### src/rtl/unit_pulse_gen.sv
// Energy-to-unit pulse generator: accumulates power samples, emits one fixed-width sensor
// pulse per unit and queues excess units. Define UNIT_PULSE_FORCE_EN to add the force_unit input.
module unit_pulse_gen #(
  parameter int PWR_W           = 8,
  parameter int ENERGY_PER_UNIT = 1000,
  parameter int PULSE_HIGH      = 4,
  parameter int PULSE_LOW       = 4,
  parameter int BACKLOG_W       = 4
) (
  input  logic                 clk,
  input  logic                 reset,
  input  logic                 sample_valid,
  input  logic [PWR_W-1:0]     power,
`ifdef UNIT_PULSE_FORCE_EN
  input  logic                 force_unit,
`endif
  output logic                 sensor,
  output logic [BACKLOG_W-1:0] pending,
  output logic                 overflow,
  output logic                 busy,
  output logic [1:0]           state_dbg
);

  localparam int ACC_W  = $clog2(ENERGY_PER_UNIT + 2**PWR_W);
  localparam int CNT_MX = (PULSE_HIGH > PULSE_LOW) ? PULSE_HIGH : PULSE_LOW;
  localparam int CNT_W  = $clog2(CNT_MX + 1);
  localparam int PEND_W = BACKLOG_W + 2;
  localparam logic [PEND_W-1:0] PEND_MAX = {2'b00, {BACKLOG_W{1'b1}}};

  typedef enum logic [1:0] {
    ST_IDLE = 2'd0,
    ST_HIGH = 2'd1,
    ST_LOW  = 2'd2
  } state_t;

  state_t               state, state_nxt;
  logic [CNT_W-1:0]     cnt, cnt_nxt;
  logic                 pulse_start;
  logic [ACC_W-1:0]     acc, acc_sum;
  logic                 unit_gen;
  logic [1:0]           unit_cnt;
  logic [PEND_W-1:0]    pend_sum;
  logic [BACKLOG_W-1:0] pending_nxt;
  logic                 unit_lost;

  assign state_dbg = state;

  // acc stays below ENERGY_PER_UNIT, so one sample yields at most one unit.
  always_comb begin
    acc_sum  = acc + ACC_W'(power);
    unit_gen = sample_valid && (acc_sum >= ACC_W'(ENERGY_PER_UNIT));
  end

  always_ff @(posedge clk) begin
    if (reset) begin
      acc <= '0;
    end else if (sample_valid) begin
      acc <= unit_gen ? (acc_sum - ACC_W'(ENERGY_PER_UNIT)) : acc_sum;
    end
  end

  // Pulse FSM decides from registered pending, so a unit arriving while idle waits one cycle.
  always_comb begin
    state_nxt   = state;
    cnt_nxt     = cnt;
    pulse_start = 1'b0;
    case (state)
      ST_IDLE: begin
        if (pending != '0) begin
          state_nxt   = ST_HIGH;
          cnt_nxt     = CNT_W'(PULSE_HIGH - 1);
          pulse_start = 1'b1;
        end
      end
      ST_HIGH: begin
        if (cnt == '0) begin
          state_nxt = ST_LOW;
          cnt_nxt   = CNT_W'(PULSE_LOW - 1);
        end else begin
          cnt_nxt = cnt - CNT_W'(1);
        end
      end
      ST_LOW: begin
        if (cnt == '0) begin
          if (pending != '0) begin
            state_nxt   = ST_HIGH;
            cnt_nxt     = CNT_W'(PULSE_HIGH - 1);
            pulse_start = 1'b1;
          end else begin
            state_nxt = ST_IDLE;
          end
        end else begin
          cnt_nxt = cnt - CNT_W'(1);
        end
      end
      default: begin
        state_nxt = ST_IDLE;
        cnt_nxt   = '0;
      end
    endcase
  end

  // Backlog: add new units, remove a started one, clamp at full and flag anything lost.
  always_comb begin
`ifdef UNIT_PULSE_FORCE_EN
    unit_cnt = {1'b0, unit_gen} + {1'b0, force_unit};
`else
    unit_cnt = {1'b0, unit_gen};
`endif
    pend_sum = {2'b00, pending} + PEND_W'(unit_cnt) - PEND_W'(pulse_start);
    if (pend_sum > PEND_MAX) begin
      pending_nxt = PEND_MAX[BACKLOG_W-1:0];
      unit_lost   = 1'b1;
    end else begin
      pending_nxt = pend_sum[BACKLOG_W-1:0];
      unit_lost   = 1'b0;
    end
  end

  always_ff @(posedge clk) begin
    if (reset) begin
      state    <= ST_IDLE;
      cnt      <= '0;
      pending  <= '0;
      overflow <= 1'b0;
      sensor   <= 1'b0;
      busy     <= 1'b0;
    end else begin
      state    <= state_nxt;
      cnt      <= cnt_nxt;
      pending  <= pending_nxt;
      overflow <= overflow | unit_lost;
      sensor   <= (state_nxt == ST_HIGH);
      busy     <= (state_nxt != ST_IDLE) || (pending_nxt != '0);
    end
  end

endmodule

### config.mk
export PLATFORM = sky130hd
export DESIGN_NAME = unit_pulse_gen
export DESIGN_NICKNAME = d
export VERILOG_FILES = /design/src/rtl/unit_pulse_gen.sv
export SDC_FILE = /design/constraint.sdc
export NUM_CORES = 1
export LEC_CHECK = 0
export CAP_MARGIN = 25
export CORE_MARGIN = 10
export CORE_UTILIZATION = 45
export DETAILED_ROUTE_END_ITERATION = 8
export MAX_ROUTING_LAYER = met4
export PLACE_DENSITY = 0.63
export SYNTH_ARGS = -nofsm -noshare
export SYNTH_HDL_FRONTEND = slang
export SYNTH_SLANG_ARGS = --single-unit
### constraint.sdc
create_clock -name clk -period 6.29 [get_ports clk]
set_clock_uncertainty 0.2 [all_clocks]
set_input_delay 1.887 -clock clk [delete_from_list [all_inputs] [get_ports clk]]
set_output_delay 1.887 -clock clk [all_outputs]
set_load 0.02 [all_outputs]
==> reports/summary.txt <==
top cells by area, synth: dfxtp_1, ha_1, nor2_1
DR pass1 iterations: 4
Ant. Diodes: 0
routed wire length: 4.19 mm
Syn Nets: 254
switching share of power: 42.3%
ys flop type: dfxtp_1
Worst-path clk slew: 0.08 ns
post-route ant nets: 0
Max Used Layer: met4
H-tree levels: 1
most common cell in the netlist: nor2_1
Routed met3 length: 233 um
die span in y: 84.4 um
GR Util All Layers: 11.8%
net switching power: 0.358 mW
fraction of the mapped netlist area in simple logic gates: 21.4%
Final Wtd Congestion: 0.837
flop2flop setup slack: 1.99 ns
combinational fraction of design power: 63.8%
I/O Pins: 20
crit path capture type: register
Post-synth EDFFs: 0
ys async rst share: 0%
Tightest Pin Transition: 0.949 ns
input/output buffers: 19
Routed met2 length: 1.74 mm
worst-skew pair later-pin latency: 0.26 ns
Leak Pwr: 0.957 nW
Hold Buf Count CTS: 0
grt ovf: 0
via density per instance: 5.55
post-synthesis adder-cell area fraction: 14.2%
Register Area: 460 um^2
die area: 7120 um^2
outcome: finished clean
Critical Path Slowest Stage Cell: a221o_2
hold path cells: 2
Multi-input gate area: 1400 um^2
initial core utilization: 46.6%
layout cell share with drive strength beyond 1: 17.7%
Root Driver: clkbuf_8
Pwr Density: 364 nW/um^2
Syn Area/Cell: 8.36 um^2
Die X: 84.4 um
first-pass GRT wire length: 7.23 mm
clock period minus worst slack: 6.00 ns
mux share of post-synthesis cell area: 4.83%
Critical Path RT: 6.19 ns
setup violators final: 0
post-synthesis compound-gate area fraction: 27.1%
Core Area: 4000 um^2
crit path kind: in -> reg
internal power: 0.488 mW
Flop pwr share: 25.4%
Layout Nets: 286
sum of negative setup slack: 0 ns
Yosys cell types: 59
XOR/XNOR Fraction of Synth Area: 2.82%
Final Power: 0.847 mW
HPWL Detailed: 3.20 mm
worst-path cell chain: clkdlybuf4s50_1, ha_2, fa_2, a21o_1, buf_4, a221o_2, o2bb2ai_4, nor4_4, a31oi_2, nand2b_4, ha_4, inv_2, ha_4, inv_1, fa_2, inv_1, a21oi_1, o21bai_1, xnor2_1, a21oi_2, and2_4, a41oi_1
row cnt: 23
clock sinks: 23
combinational family with the most area after synthesis: compound AO/OA/AOI/OAI gates
Worst Setup SP: power[0]
Post-synth top cells: nor2_1, dfxtp_1, a21oi_1, ha_1
Routed met1 length: 2.18 mm
number of global-route vias before repair: 1605
Worst Hold Margin: 0.252 ns
register bit count reported by yosys: 23
Final Hold Viols: 0
Yosys top cell by area: dfxtp_1
Pins Over Slew Limit: 0
startpoint types: primary input
Critical R2R Launch: acc[0]
Netlist Area Pre-Place: 1860 um^2
Synth top area share: 24.7%
Final period util: 95.5%
first-iteration detailed-routing DRC count: 60
VDD IR max: 300 uV
CTS Buf Count: 3
register area share after synthesis: 24.7%
Core Util, Final: 58.2%
Worst path max stage delay: 0.43 ns
TritonCTS clock tree: done
Syn Inst Count: 223
clock share of power: 10.8%
Worst Hold Launch: overflow
Hold Crit Endpoint: overflow
CP Data Arrival Time: 5.90 ns
max-cap violation count: 0
RSZ-0062 raised after global routing: no
Slew HR: 36.5%
initial antenna violation count: 0
worst r2r dst: busy
mean routed wirelength per cell: 13.8 um
Max FO, Critical Path: 3
fmax: 167 MHz
largest net degree at the start of global routing: 26
synth warn: 0
P&R area growth vs syn: 24.9%
Hold/Removal Path Class: reg -> reg
DRC violations left: 0
total number of vias: 1686
Reg2Reg Depth: 21
fillers: 371
clk buf depth: 2
[routing by layer]
layer | track usage, % | vias up
li1 | - | 875
met1 | 16.4 | 769
met2 | 16.3 | 36
met3 | 2.90 | 6
met4 | 3.29 | 0
met5 | - | -
[timing repair]
| action | in CTS | in global routing |
|---|---|---|
| setup buffers | 0 | 1 |
| gates resized for setup | 0 | 14 |
| endpoints found under the setup margin | 0 | 6 |
[power groups by stage]
| stage | logic [mW] | clock network, mW | registers (mW) |
|---|---|---|---|
| final | 0.540 | 0.0916 | 0.215 |
| after global routing | 0.613 | 0.103 | 0.222 |
| after CTS | 0.497 | 0.0952 | 0.213 |
| after detailed placement | 0.493 | 0 | 0.216 |
| after global placement | 0.491 | 0 | 0.217 |
| after floorplan | 0.319 | 0 | 0.236 |
[critical path, delay by kind of cell]
kind	cells	cell delay [ns]
XOR/XNOR	1	0.10
adder cells (fa/ha/maj)	5	1.26
buffers and inverters	5	0.71
AND/OR/NAND/NOR	3	0.58
AO/OA/AOI/OAI	8	1.36
[flip-flops by register name, summed over array words and instances (netlist names)]
| register | count |
|---|---|
| pending | 4 |
| acc | 11 |
| cnt | 3 |
| sensor | 1 |
| state_dbg | 2 |
| busy | 1 |
| overflow | 1 |
[metrics by stage]
| stage | cell area [um^2] | worst slack (ns) | std cells |
|---|---|---|---|
| 5_1_grt | 2330 | 0.00797 | 304 |
| 3_3_place_gp | 2190 | -0.0351 | 299 |
| 6_report | 2330 | 0.286 | 304 |
| 3_5_place_dp | 2190 | -0.115 | 299 |
| 4_1_cts | 2230 | 0.142 | 303 |
| 2_1_floorplan | 1860 | 0.300 | 223 |
[cells by family (layout without fill, tap and decap cells)]
kind of cell / Yosys count / count (layout)
simple gates: 77 / 77
compound gates: 67 / 67
flops: 23 / 23
buf+inv: 22 / 53
fa+ha+maj: 20 / 20
mux: 8 / 8
xor+xnor: 6 / 6
[cell type report]
cell class / instances / share of cell area [%]
inverter: 15 / 2.42
sequential: 23 / 19.8
clock buffer: 3 / 1.77
timing repair buffer: 34 / 13.0
clock inverter: 1 / 0.215
multi-input combinational: 178 / 60.1
tap: 50 / 2.69
[how the worst max path moves through the flow]
stage                     cells after the start   end
final                                        22  busy
after global routing                         22  busy
after detailed placement                     21  busy
after CTS                                    21  busy
after global placement                       21  busy
after floorplan                              20  busy
[cells in the final DEF (no fill, tap or decap), drive strengths merged, types with 3 or more instances in the layout]
master         count
a211o              3
a211oi             5
a21o               3
a21oi             20
and2               5
buf               15
clkbuf             3
clkdlybuf4s50     19
dfxtp             23
ha                18
inv               15
mux2               5
mux2i              3
nand2             15
nand2b             4
nand4              3
nor2              27
nor2b              5
nor3               5
o211ai             3
o21a               4
o21ai              6
or2                3
or3                3
xnor2              4
Note: power is estimated with default switching activity, not from simulation.
==> edit: new RTL, same settings <==
The option `UNIT_PULSE_FORCE_EN` is turned on by a define.
--- a/src/rtl/unit_pulse_gen.sv
+++ b/src/rtl/unit_pulse_gen.sv
@@ -1,4 +1,6 @@
 // Energy-to-unit pulse generator: accumulates power samples, emits one fixed-width sensor
 // pulse per unit and queues excess units. Define UNIT_PULSE_FORCE_EN to add the force_unit input.
+`define UNIT_PULSE_FORCE_EN
+
 module unit_pulse_gen #(
   parameter int PWR_W           = 8,
Ports: changed (added force_unit); port bits go from 20 to 21. The function was not compared with the original's and may differ.
==> edit against the original RTL <==
Hold slack improved by 0.0022 ns. Area after synthesis fell by 0.13%. Register-to-register slack better by 0.05 ns. Count of clock-buffer cells in the layout unchanged. Worst setup slack improved by 0.032 ns. Die area shrank 0.11%. Sequential cell count unchanged. Wire length is 2.7% lower. Total power is 1.4% higher. Cell area fell by 4.2%.
==> edit: results (changes against the original RTL) <==
share of cells above drive strength 1: 11.95% (-5.8 points)
CP max stage delay: 0.40 ns (-0.03 ns)
Filler Cells Inserted: 391 (+5.4%)
fin nets: 284 (-0.70%)
Worst R2R Setup Slack: 2.04 ns (+0.05 ns)
met3 routed WL: 132 microns (-43%)
synthesized cell area: 1862 sq um (-0.13%)
Global Route met3 Usage: 2.609% (-0.29 points)
Cell variety after synth: 63 (+6.8%)
Total GRT Usage: 11.65% (-0.15 points)
WL met2: 1923 microns (+11%)
largest net degree at the start of global routing: 24 (-7.7%)
global-route wire length before repair: 7072 microns (-2.2%)
setup ws final: 0.3177 ns (+0.03186 ns)
Hold WS: 0.2539 ns (+0.002190 ns)
sequential element share of the synthesized area: 24.73% (+0.033 points)
GRT met2 Usage: 18.67% (+2.4 points)
status: complete, no violations
WL/cell: 13.56 microns (-1.7%)
final WL: 4082 microns (-2.7%)
NonClk Buf Share: 12.00% (-1.0 points)
M1 WL: 2012 microns (-7.5%)
Critical Path AT: 5.94 ns (+0.04 ns)
final non-filler cell area: 2231 sq um (-4.2%)
Vias: 1683 (-0.18%)
multi-input gates: 174 (-2.2%)
WHS Endpoint: overflow$_SDFF_PP0_
Logic inverters: 21 (+6)
Syn Nets: 255 (+0.39%)
dpl cells: 296 (-1.0%)
pre-CTS setup slack: -0.01019 ns (+0.1051 ns)
top post-synthesis cells by area: dfxtp_1 (25%), ha_1 (11%), a21oi_1 (4.8%)
Post-synth top cells: dfxtp_1 (23), inv_1 (20), nor2_1 (19)
vias in the first global route: 1567 (-2.4%)
NetSw: 0.0003755 W (+4.8%)
Pre-Repair DR Iteration Count: 4 (unchanged)
Iter 0 DRT Violations: 44 (-27%)
Max IR drop VDD: 0.3446 mV (+15%)
Worst Max-Slew Pin Slew: 0.8750 ns (-0.07401 ns)
Lkg Pwr: 0.9279 nW (-3.1%)
clock network area share: 2.075% (+0.087 points)
DP Area: 2166 sq um (-0.97%)
Non-CTS buffers: 29 (-15%)
Cell Int Power: 0.0004832 W (-1.1%)
IO Port Bufs: 20 (+1)
P_clk: 0.0000937 W (+2.3%)
Final HPWL DP: 3254 microns (+1.6%)
fraction of area in multi-input gates: 58.95% (-1.2 points)
Syn Area/Cell: 8.349 sq um (-0.13%)
Slowest cell on crit path: clkdlybuf4s50_1
GPL Wtd Cong: 0.8859 (+5.9%)
-- edit: changes by cell type after synthesis, moves of 3 or more --
cell / before / now
nor2_1: 27 / 19
a21o_1: 3 / 6
nor3_1: 4 / 1
mux2_1: 3 / 0
nor2b_1: 5 / 2
and2_1: 5 / 1
xnor2_1: 4 / 7
a2111oi_0: 0 / 4
nand2b_1: 4 / 1
and3_1: 0 / 4
inv_1: 15 / 20
nand3_1: 2 / 8
-- edit: worst max-delay path: cells and delay by family --
| family | cells | cell delay, ns |
|---|---|---|
| and+or+nand+nor | 4 | 0.33 |
| AOI/OAI and AO/OA | 9 | 1.69 |
| xor gates and xnor gates | 1 | 0.13 |
| buffers and inverters | 4 | 0.71 |
| adders and majority gates | 4 | 1.19 |
-- edit: logic make-up (layout without fill, tap and decap cells) --
kind of cell,Yosys count,in the layout,synth area share (%)
flops,23,23,24.73
fa+ha+maj,20,20,14.65
simple gates,66,66,17.54
buf+inv,26,54,5.241
compound gates,74,74,30.24
xor+xnor,10,10,5.108
mux,4,4,2.486
